--- config.mk ---
export PLATFORM = sky130hd
export DESIGN_NAME = tt_pin_bist_flat
export DESIGN_NICKNAME = d
export VERILOG_FILES = /design/src/rtl/tt_bist_pkg.sv /design/src/rtl/tt_pin_bist_if.sv /design/src/rtl/tt_bist_misr.sv /design/src/rtl/tt_pin_bist.sv /design/src/flat_wrapper.sv
export SDC_FILE = /design/constraint.sdc
export NUM_CORES = 1
export LEC_CHECK = 0
export CAP_MARGIN = 5
export CORE_ASPECT_RATIO = 0.75
export CORE_MARGIN = 2
export CORE_UTILIZATION = 45
export DETAILED_ROUTE_END_ITERATION = 6
export DONT_BUFFER_PORTS = 1
export PLACE_DENSITY = 0.57
export SLEW_MARGIN = 20
export SYNTH_ARGS = -nofsm -noshare
export SYNTH_HDL_FRONTEND = slang
export SYNTH_SLANG_ARGS = --single-unit
--- constraint.sdc ---
create_clock -name clk -period 2.91 [get_ports clk]
set_clock_uncertainty 0.1 [all_clocks]
set_input_delay 0.582 -clock clk [delete_from_list [all_inputs] [get_ports clk]]
set_output_delay 0.582 -clock clk [all_outputs]
set_load 0.05 [all_outputs]
--- src/rtl/tt_bist_pkg.sv ---
// Shared constants, state encoding and LFSR/MISR step functions for the pin BIST.
package tt_bist_pkg;

  localparam int unsigned SIG_W = 16;
  localparam int unsigned CNT_W = 17;

  localparam logic [SIG_W-1:0] STIM_POLY = 16'hB400;
  localparam logic [SIG_W-1:0] MISR_POLY = 16'h002D;

  typedef enum logic [1:0] {
    IDLE = 2'd0,
    RUN  = 2'd1,
    DONE = 2'd2
  } bist_state_e;

  // An all-zero seed would lock the LFSR at zero.
  function automatic logic [SIG_W-1:0] sanitize_seed(input logic [SIG_W-1:0] seed);
    return (seed == '0) ? 16'h0001 : seed;
  endfunction

  // One Galois shift of the stimulus LFSR.
  function automatic logic [SIG_W-1:0] stim_step(input logic [SIG_W-1:0] s);
    return {1'b0, s[SIG_W-1:1]} ^ (s[0] ? STIM_POLY : '0);
  endfunction

  // One MISR compression step with a zero-extended response word.
  function automatic logic [SIG_W-1:0] misr_step(input logic [SIG_W-1:0] m,
                                                 input logic [SIG_W-1:0] d);
    return {m[SIG_W-2:0], 1'b0} ^ (m[SIG_W-1] ? MISR_POLY : '0) ^ d;
  endfunction

endpackage

--- src/rtl/tt_pin_bist_if.sv ---
// Control and pin bus between the BIST harness and its surroundings.
// Optional feature macro: TT_PIN_BIST_XMASK_EN adds the xmask response mask.
interface tt_pin_bist_if #(
  parameter int unsigned IN_W  = 8,
  parameter int unsigned OUT_W = 8
);

  logic             ena;
  logic             start;
  logic [IN_W-1:0]  dut_in;
  logic [OUT_W-1:0] dut_out;
  logic             busy;
  logic             done;
  logic [15:0]      signature;
  logic             pass;
`ifdef TT_PIN_BIST_XMASK_EN
  logic [OUT_W-1:0] xmask;

  modport slave (
    input  ena, start, dut_out, xmask,
    output dut_in, busy, done, signature, pass
  );

  modport master (
    output ena, start, dut_out, xmask,
    input  dut_in, busy, done, signature, pass
  );
`else
  modport slave (
    input  ena, start, dut_out,
    output dut_in, busy, done, signature, pass
  );

  modport master (
    output ena, start, dut_out,
    input  dut_in, busy, done, signature, pass
  );
`endif

endinterface

--- src/rtl/tt_bist_misr.sv ---
// 16-bit multiple-input signature register with synchronous clear.
module tt_bist_misr
  import tt_bist_pkg::*;
(
  input  logic             clk,
  input  logic             rst_n,
  input  logic             clr_i,
  input  logic             en_i,
  input  logic [SIG_W-1:0] data_i,
  output logic [SIG_W-1:0] sig_o
);

  logic [SIG_W-1:0] sig_q;
  logic [SIG_W-1:0] sig_d;

  // Clear wins over absorb.
  always_comb begin
    sig_d = sig_q;
    if (clr_i) begin
      sig_d = '0;
    end else if (en_i) begin
      sig_d = misr_step(sig_q, data_i);
    end
  end

  // Signature register.
  always_ff @(posedge clk or negedge rst_n) begin
    if (!rst_n) begin
      sig_q <= '0;
    end else begin
      sig_q <= sig_d;
    end
  end

  assign sig_o = sig_q;

endmodule

--- src/rtl/tt_pin_bist.sv ---
// Pin-level self-test harness: LFSR stimulus out, MISR-compressed response in.
// Optional feature macro: TT_PIN_BIST_XMASK_EN masks response bits before compression.
module tt_pin_bist
  import tt_bist_pkg::*;
#(
  parameter int unsigned IN_W       = 8,
  parameter int unsigned OUT_W      = 8,
  parameter int unsigned NUM_VEC    = 256,
  parameter int unsigned LAT        = 0,
  parameter logic [15:0] STIM_SEED  = 16'hACE1,
  parameter logic [15:0] GOLDEN_SIG = 16'h0000
) (
  input logic           clk,
  input logic           rst_n,
  tt_pin_bist_if.slave  bist_if
);

  localparam logic [SIG_W-1:0] SEED_C = sanitize_seed(STIM_SEED);
  localparam logic [CNT_W-1:0] NV_C   = CNT_W'(NUM_VEC);
  localparam logic [CNT_W-1:0] LAST_C = CNT_W'(NUM_VEC + LAT - 1);
  localparam logic [CNT_W:0]   LAT_C  = (CNT_W + 1)'(LAT);

  bist_state_e      state_q, state_d;
  logic [CNT_W-1:0] cyc_q, cyc_d;
  logic [SIG_W-1:0] lfsr_q, lfsr_d;
  logic [IN_W-1:0]  dut_in_q, dut_in_d;
  logic             busy_q, busy_d;
  logic             done_q, done_d;
  logic             pass_q, pass_d;

  logic             launch_c;
  logic             misr_clr_c;
  logic             misr_en_c;
  logic [OUT_W-1:0] resp_c;
  logic [SIG_W-1:0] absorb_c;
  logic [SIG_W-1:0] sig_c;

  // Response word fed to the MISR, optionally with unknown bits forced to 0.
`ifdef TT_PIN_BIST_XMASK_EN
  assign resp_c = bist_if.dut_out & ~bist_if.xmask;
`else
  assign resp_c = bist_if.dut_out;
`endif
  assign absorb_c = SIG_W'(resp_c);

  // A run starts from IDLE or DONE; start is ignored while running.
  assign launch_c = bist_if.start && bist_if.ena && (state_q != RUN);

  // Next-state and output logic. lfsr_q always holds the next vector to apply,
  // so vector 0 is driven straight from the seed on the launch edge.
  always_comb begin
    state_d    = state_q;
    cyc_d      = cyc_q;
    lfsr_d     = lfsr_q;
    dut_in_d   = dut_in_q;
    busy_d     = busy_q;
    done_d     = done_q;
    pass_d     = pass_q;
    misr_clr_c = 1'b0;
    misr_en_c  = 1'b0;

    unique case (state_q)
      IDLE: begin
        dut_in_d = '0;
      end
      RUN: begin
        if (!bist_if.ena) begin
          state_d    = IDLE;
          cyc_d      = '0;
          dut_in_d   = '0;
          busy_d     = 1'b0;
          done_d     = 1'b0;
          pass_d     = 1'b0;
          misr_clr_c = 1'b1;
        end else begin
          cyc_d     = cyc_q + CNT_W'(1);
          misr_en_c = ({1'b0, cyc_q} + (CNT_W + 1)'(1)) > LAT_C;
          if ((cyc_q + CNT_W'(1)) < NV_C) begin
            dut_in_d = lfsr_q[IN_W-1:0];
            lfsr_d   = stim_step(lfsr_q);
          end else begin
            dut_in_d = '0;
          end
          if (cyc_q == LAST_C) begin
            state_d = DONE;
            busy_d  = 1'b0;
            done_d  = 1'b1;
            pass_d  = (misr_step(sig_c, absorb_c) == GOLDEN_SIG);
          end
        end
      end
      DONE: begin
        dut_in_d = '0;
        if (!bist_if.ena) begin
          state_d    = IDLE;
          done_d     = 1'b0;
          pass_d     = 1'b0;
          misr_clr_c = 1'b1;
        end
      end
      default: begin
        state_d  = IDLE;
        dut_in_d = '0;
        busy_d   = 1'b0;
        done_d   = 1'b0;
        pass_d   = 1'b0;
      end
    endcase

    if (launch_c) begin
      state_d    = RUN;
      cyc_d      = '0;
      dut_in_d   = SEED_C[IN_W-1:0];
      lfsr_d     = stim_step(SEED_C);
      busy_d     = 1'b1;
      done_d     = 1'b0;
      pass_d     = 1'b0;
      misr_clr_c = 1'b1;
    end
  end

  // State, counter, stimulus and status registers.
  always_ff @(posedge clk or negedge rst_n) begin
    if (!rst_n) begin
      state_q  <= IDLE;
      cyc_q    <= '0;
      lfsr_q   <= SEED_C;
      dut_in_q <= '0;
      busy_q   <= 1'b0;
      done_q   <= 1'b0;
      pass_q   <= 1'b0;
    end else begin
      state_q  <= state_d;
      cyc_q    <= cyc_d;
      lfsr_q   <= lfsr_d;
      dut_in_q <= dut_in_d;
      busy_q   <= busy_d;
      done_q   <= done_d;
      pass_q   <= pass_d;
    end
  end

  tt_bist_misr u_misr (
    .clk    (clk),
    .rst_n  (rst_n),
    .clr_i  (misr_clr_c),
    .en_i   (misr_en_c),
    .data_i (absorb_c),
    .sig_o  (sig_c)
  );

  assign bist_if.dut_in    = dut_in_q;
  assign bist_if.busy      = busy_q;
  assign bist_if.done      = done_q;
  assign bist_if.pass      = pass_q;
  assign bist_if.signature = sig_c;

endmodule

--- src/flat_wrapper.sv ---
// flat-port wrapper written by rule: the top's interface ports become plain ports
module tt_pin_bist_flat import tt_bist_pkg::*;
#(
  parameter int unsigned IN_W       = 8,
  parameter int unsigned OUT_W      = 8,
  parameter int unsigned NUM_VEC    = 256,
  parameter int unsigned LAT        = 0,
  parameter logic [15:0] STIM_SEED  = 16'hACE1,
  parameter logic [15:0] GOLDEN_SIG = 16'h0000
)
  (clk, rst_n, bist_if_ena, bist_if_start, bist_if_dut_out, bist_if_dut_in, bist_if_busy, bist_if_done, bist_if_signature, bist_if_pass);
  tt_pin_bist_if #(.IN_W(IN_W), .OUT_W(OUT_W)) bist_if_i ();
  input logic clk;
  input logic rst_n;
  input wire logic [$bits(bist_if_i.ena)-1:0] bist_if_ena;
  input wire logic [$bits(bist_if_i.start)-1:0] bist_if_start;
  input wire logic [$bits(bist_if_i.dut_out)-1:0] bist_if_dut_out;
  output wire logic [$bits(bist_if_i.dut_in)-1:0] bist_if_dut_in;
  output wire logic [$bits(bist_if_i.busy)-1:0] bist_if_busy;
  output wire logic [$bits(bist_if_i.done)-1:0] bist_if_done;
  output wire logic [$bits(bist_if_i.signature)-1:0] bist_if_signature;
  output wire logic [$bits(bist_if_i.pass)-1:0] bist_if_pass;
  assign bist_if_i.ena = bist_if_ena;
  assign bist_if_i.start = bist_if_start;
  assign bist_if_i.dut_out = bist_if_dut_out;
  assign bist_if_dut_in = bist_if_i.dut_in;
  assign bist_if_busy = bist_if_i.busy;
  assign bist_if_done = bist_if_i.done;
  assign bist_if_signature = bist_if_i.signature;
  assign bist_if_pass = bist_if_i.pass;
  tt_pin_bist #(.IN_W(IN_W), .OUT_W(OUT_W), .NUM_VEC(NUM_VEC), .LAT(LAT), .STIM_SEED(STIM_SEED), .GOLDEN_SIG(GOLDEN_SIG)) u_core (.clk(clk), .rst_n(rst_n), .bist_if(bist_if_i));
endmodule
==> parameters.txt <==
Parameter                              Value

Run status
  Outcome    complete, no violations

GRT
  Initial antenna violation count    0
  Pin count of the biggest net entering global routing    62
  Remaining global-route overflow    0
  Number of global-route vias before repair    roughly 2500
  First-pass GRT wire length    between 10000 and 15000 um
  Aggregate global-route resource usage    approximately a fifth

Pwr
  Power per unit of standard cell area    890 nW/um^2
  Peak ir drop on the vdd network    around 450 uV
  Leakage    1.76 nW

Yosys
  Average size of a mapped cell    9.31 sq um
  Synth area leaders    sky130_fd_sc_hd__dfrtp_1, sky130_fd_sc_hd__mux2i_1, sky130_fd_sc_hd__dfstp_2
  Post-Synthesis Cells    ~350
  Number of flops mapped to enable cells by yosys    0
  FF+latch count, synth    61
  Synthesized Nets    approximately 370
  Yosys top cell area share    between 40% and 50%
  Cell Area, Synth    between 3000 and 4000 sq um
  Yosys top cell by area    sky130_fd_sc_hd__dfrtp_1
  Yosys synthesis warning count    0
  Library cell with the highest instance count after synthesis    sky130_fd_sc_hd__dfrtp_1
  Synth async-reset ratio    100%
  Post-synthesis sequential area ratio    47.0%
  Distinct cell type count of the synthesized netlist    47
  Most instantiated cells after synthesis    sky130_fd_sc_hd__dfrtp_1, sky130_fd_sc_hd__nand2_1, sky130_fd_sc_hd__nor2_1, sky130_fd_sc_hd__o21ai_0, sky130_fd_sc_hd__mux2i_1
  Leading register cell type out of synthesis    sky130_fd_sc_hd__dfrtp_1

CTS
  Clock Latency Late Sink    340 ps
  CTS Buf Count    9
  Sink count of the clock tree    between 60 and 70
  Clock transition at the register clock pins on the worst setup and hold paths after CTS    70 ps
  Clock tree from TritonCTS    yes
  H-tree levels    3
  Library cell used as clock root buffer    sky130_fd_sc_hd__clkbuf_8
  Maximum number of buffers from clock root to sink    2

Critical path
  Buffers plus inverters on the worst setup path    2
  CP max stage cell    sky130_fd_sc_hd__dfrtp_1
  Worst Path Arrival    about 2900 ps
  Crit Reg-Reg Startpoint    u_core.cyc_q[0]
  Required time of the critical path    between 3000 and 4000 ps
  CP startpoint kind    flop
  CP Class    reg2reg
  Capture point of the worst reg-to-reg path    u_core.lfsr_q[7]
  Reg2Reg Setup Slack    between 200 and 250 ps
  Maximum cell stage delay along the critical path    between 400 and 500 ps
  Largest fanout on the critical path    14
  Cell family contributing the most delay on the critical path    simple AND/OR/NAND/NOR gates
  Worst path cell trace    ha_1 > nand4_1 > nor4_1 > buf_4 > xor2_1 > a21oi_1 > nand4_4 > buf_4 > and3_1 > a211o_1
  Most frequent cell on the critical path    sky130_fd_sc_hd__buf_4
  R2R depth    10
  Critical Path Sink Type    flop

Final layout
  Final instance area    roughly 3700 sq um
  Ratio of cells with drive above 1 in the final layout    between 10% and 20%
  Nets@finish    376
  Area growth from synthesis to layout    13.2%
  Number of antenna diodes    0

Place
  Number of buffer cells added on primary ports    0
  Area after DPL    3420 sq um
  Hpwl dp    4640 um
  Routability Congestion    between 0.8 and 0.9

Timing
  Post-route minimum period    ~2700 ps
  Transition at the pin with the smallest max-transition slack    710 ps
  Ratio of final minimum period to clock period    roughly 92%
  Endpoints failing hold    0
  Final-report max-slew violation count    0
  Worst slew margin relative to its limit    a little over half
  Number of setup violations in the final report    0
  RSZ-0062 raised after global routing    no
  Setup TNS Final    0 ps
  Final-layout worst hold slack    ~4.6 ps
  Maximum frequency from static timing analysis    0.372 GHz

Route
  Antenna Nets Post-Route    0
  Vias    approximately 2500
  Routed length per instance    around 15 um
  Vias per inst    roughly 5.4
  Detailed-route DRC error count    0
  Sum of routed wire length over all layers    about 6900 um
  Number of DRC markers after the initial detailed-route iteration    ~140
  Number of detailed-route iterations in the first pass    4

Floorplan
  Area enclosed by the die boundary    approximately 8000 sq um
  Number of I/O pins    39
  Number of cell rows    26
  Area inside the core boundary    just under 7000 sq um
  Die outline height    roughly 78 um
  Die width    102 um
  Starting density of the core    between 40 and 50%

Flow run
  Maximum Capacitance Violations    0

Hold path
  Class of the tightest hold or removal check    in2async
==> repair_timing <==
item | CTS | global route
hold buffers | 1 | 0
setup buffers | 0 | 2
resized for setup | 0 | 2
setup endpoints to repair | 0 | 27
hold endpoints to repair | 61 | 0
==> power breakdown <==
group          total, mW  internal [mW]  switching, mW
combinational      0.816          0.369          0.447
clock              0.853          0.527          0.326
sequential          1.62           1.08          0.539
total               3.29           1.98           1.31
==> worst reg2reg max path, stage by stage, from the launching register on <==
cell	delay, ps
sky130_fd_sc_hd__dfrtp_1	420
sky130_fd_sc_hd__ha_1	260
sky130_fd_sc_hd__nand4_1	150
sky130_fd_sc_hd__nor4_1	320
sky130_fd_sc_hd__buf_4	180
sky130_fd_sc_hd__xor2_1	60
sky130_fd_sc_hd__a21oi_1	220
sky130_fd_sc_hd__nand4_4	240
sky130_fd_sc_hd__buf_4	220
sky130_fd_sc_hd__and3_1	180
sky130_fd_sc_hd__a211o_1	260
==> cell usage in the layout (no fill, tap or decap), types with 4 or more instances in the layout <==
master                     instances
sky130_fd_sc_hd__dfrtp_1          53
sky130_fd_sc_hd__nand2_1          41
sky130_fd_sc_hd__nor2_1           33
sky130_fd_sc_hd__o21ai_0          31
sky130_fd_sc_hd__mux2i_1          28
sky130_fd_sc_hd__buf_4            18
sky130_fd_sc_hd__inv_1            15
sky130_fd_sc_hd__a21oi_1          14
sky130_fd_sc_hd__nand3_1          13
sky130_fd_sc_hd__xnor2_1          12
sky130_fd_sc_hd__clkbuf_8         11
sky130_fd_sc_hd__nand4_1           8
sky130_fd_sc_hd__dfstp_2           8
sky130_fd_sc_hd__nor3_1            6
sky130_fd_sc_hd__and3_1            6
sky130_fd_sc_hd__a211o_1           6
sky130_fd_sc_hd__and2_1            5
sky130_fd_sc_hd__a21o_1            5
sky130_fd_sc_hd__o31ai_1           5
sky130_fd_sc_hd__nor4_1            4
sky130_fd_sc_hd__xor2_1            4
sky130_fd_sc_hd__a31oi_1           4
sky130_fd_sc_hd__ha_1              4
==> cell families (layout without fill, tap and decap cells) <==
| group | after synthesis | in the layout | synth area share [%] |
|---|---|---|---|
| xor+xnor | 16 | 16 | 4.29 |
| buf+inv | 38 | 52 | 5.17 |
| flops | 61 | 61 | 47.0 |
| fa+ha+maj | 4 | 4 | 1.53 |
| mux | 28 | 28 | 8.57 |
| simple gates | 129 | 129 | 19.2 |
| compound gates | 75 | 75 | 14.2 |
==> worst max-delay path by stage <==
stage	endpoint	slack [ps]	cells past startpoint	from
2_1_floorplan	u_core.u_misr.sig_o[10]	250	9	u_core.cyc_q[0]
3_3_place_gp	u_core.lfsr_q[14]	250	9	u_core.cyc_q[0]
3_5_place_dp	u_core.u_misr.sig_o[3]	150	10	u_core.cyc_q[1]
4_1_cts	u_core.u_misr.sig_o[8]	140	10	u_core.cyc_q[0]
5_1_grt	u_core.u_misr.sig_o[13]	0.08	10	u_core.cyc_q[1]
6_report	u_core.lfsr_q[7]	220	10	u_core.cyc_q[0]
==> through the flow <==
stage	utilization (%)	instances	power (mW)	worst slack [ps]
after floorplan	-	351	2.23	252
after global placement	49.4	444	2.42	246
after detailed placement	49.4	444	2.44	151
after CTS	53.1	461	3.33	141
after global routing	53.4	463	3.51	0.0786
final	53.4	463	3.29	221
==> layout make-up <==
class                   instances  area, sq um
inverters                      16         60.1
clock inverters                 4         70.1
multi-input cells             252         1580
clock buffers                  12          155
fillers                       649         3230
well taps                      98          123
repair buffers                 20          183
flip-flops and latches         61         1540
==> state kept, by name, summed over array words and instances, names as in the netlist <==
name,flops
u_core.bist_if.dut_in,8
u_core.cyc_q,17
u_core.bist_if.pass,1
u_core.state_q,2
u_core.lfsr_q,16
u_core.u_misr.sig_o,16
u_core.bist_if.busy,1
==> routing by layer <==
metal | vias to the layer above | global-route usage, % | share of wire [%]
met5 | - | 0 | 0
met4 | 0 | 6.27 | 2.0
met3 | 13 | 6.40 | 6.2
met2 | 70 | 27.0 | 41
met1 | 1184 | 28.4 | 51
li1 | 1236 | - | -
Power figures use the tool's default switching activity.
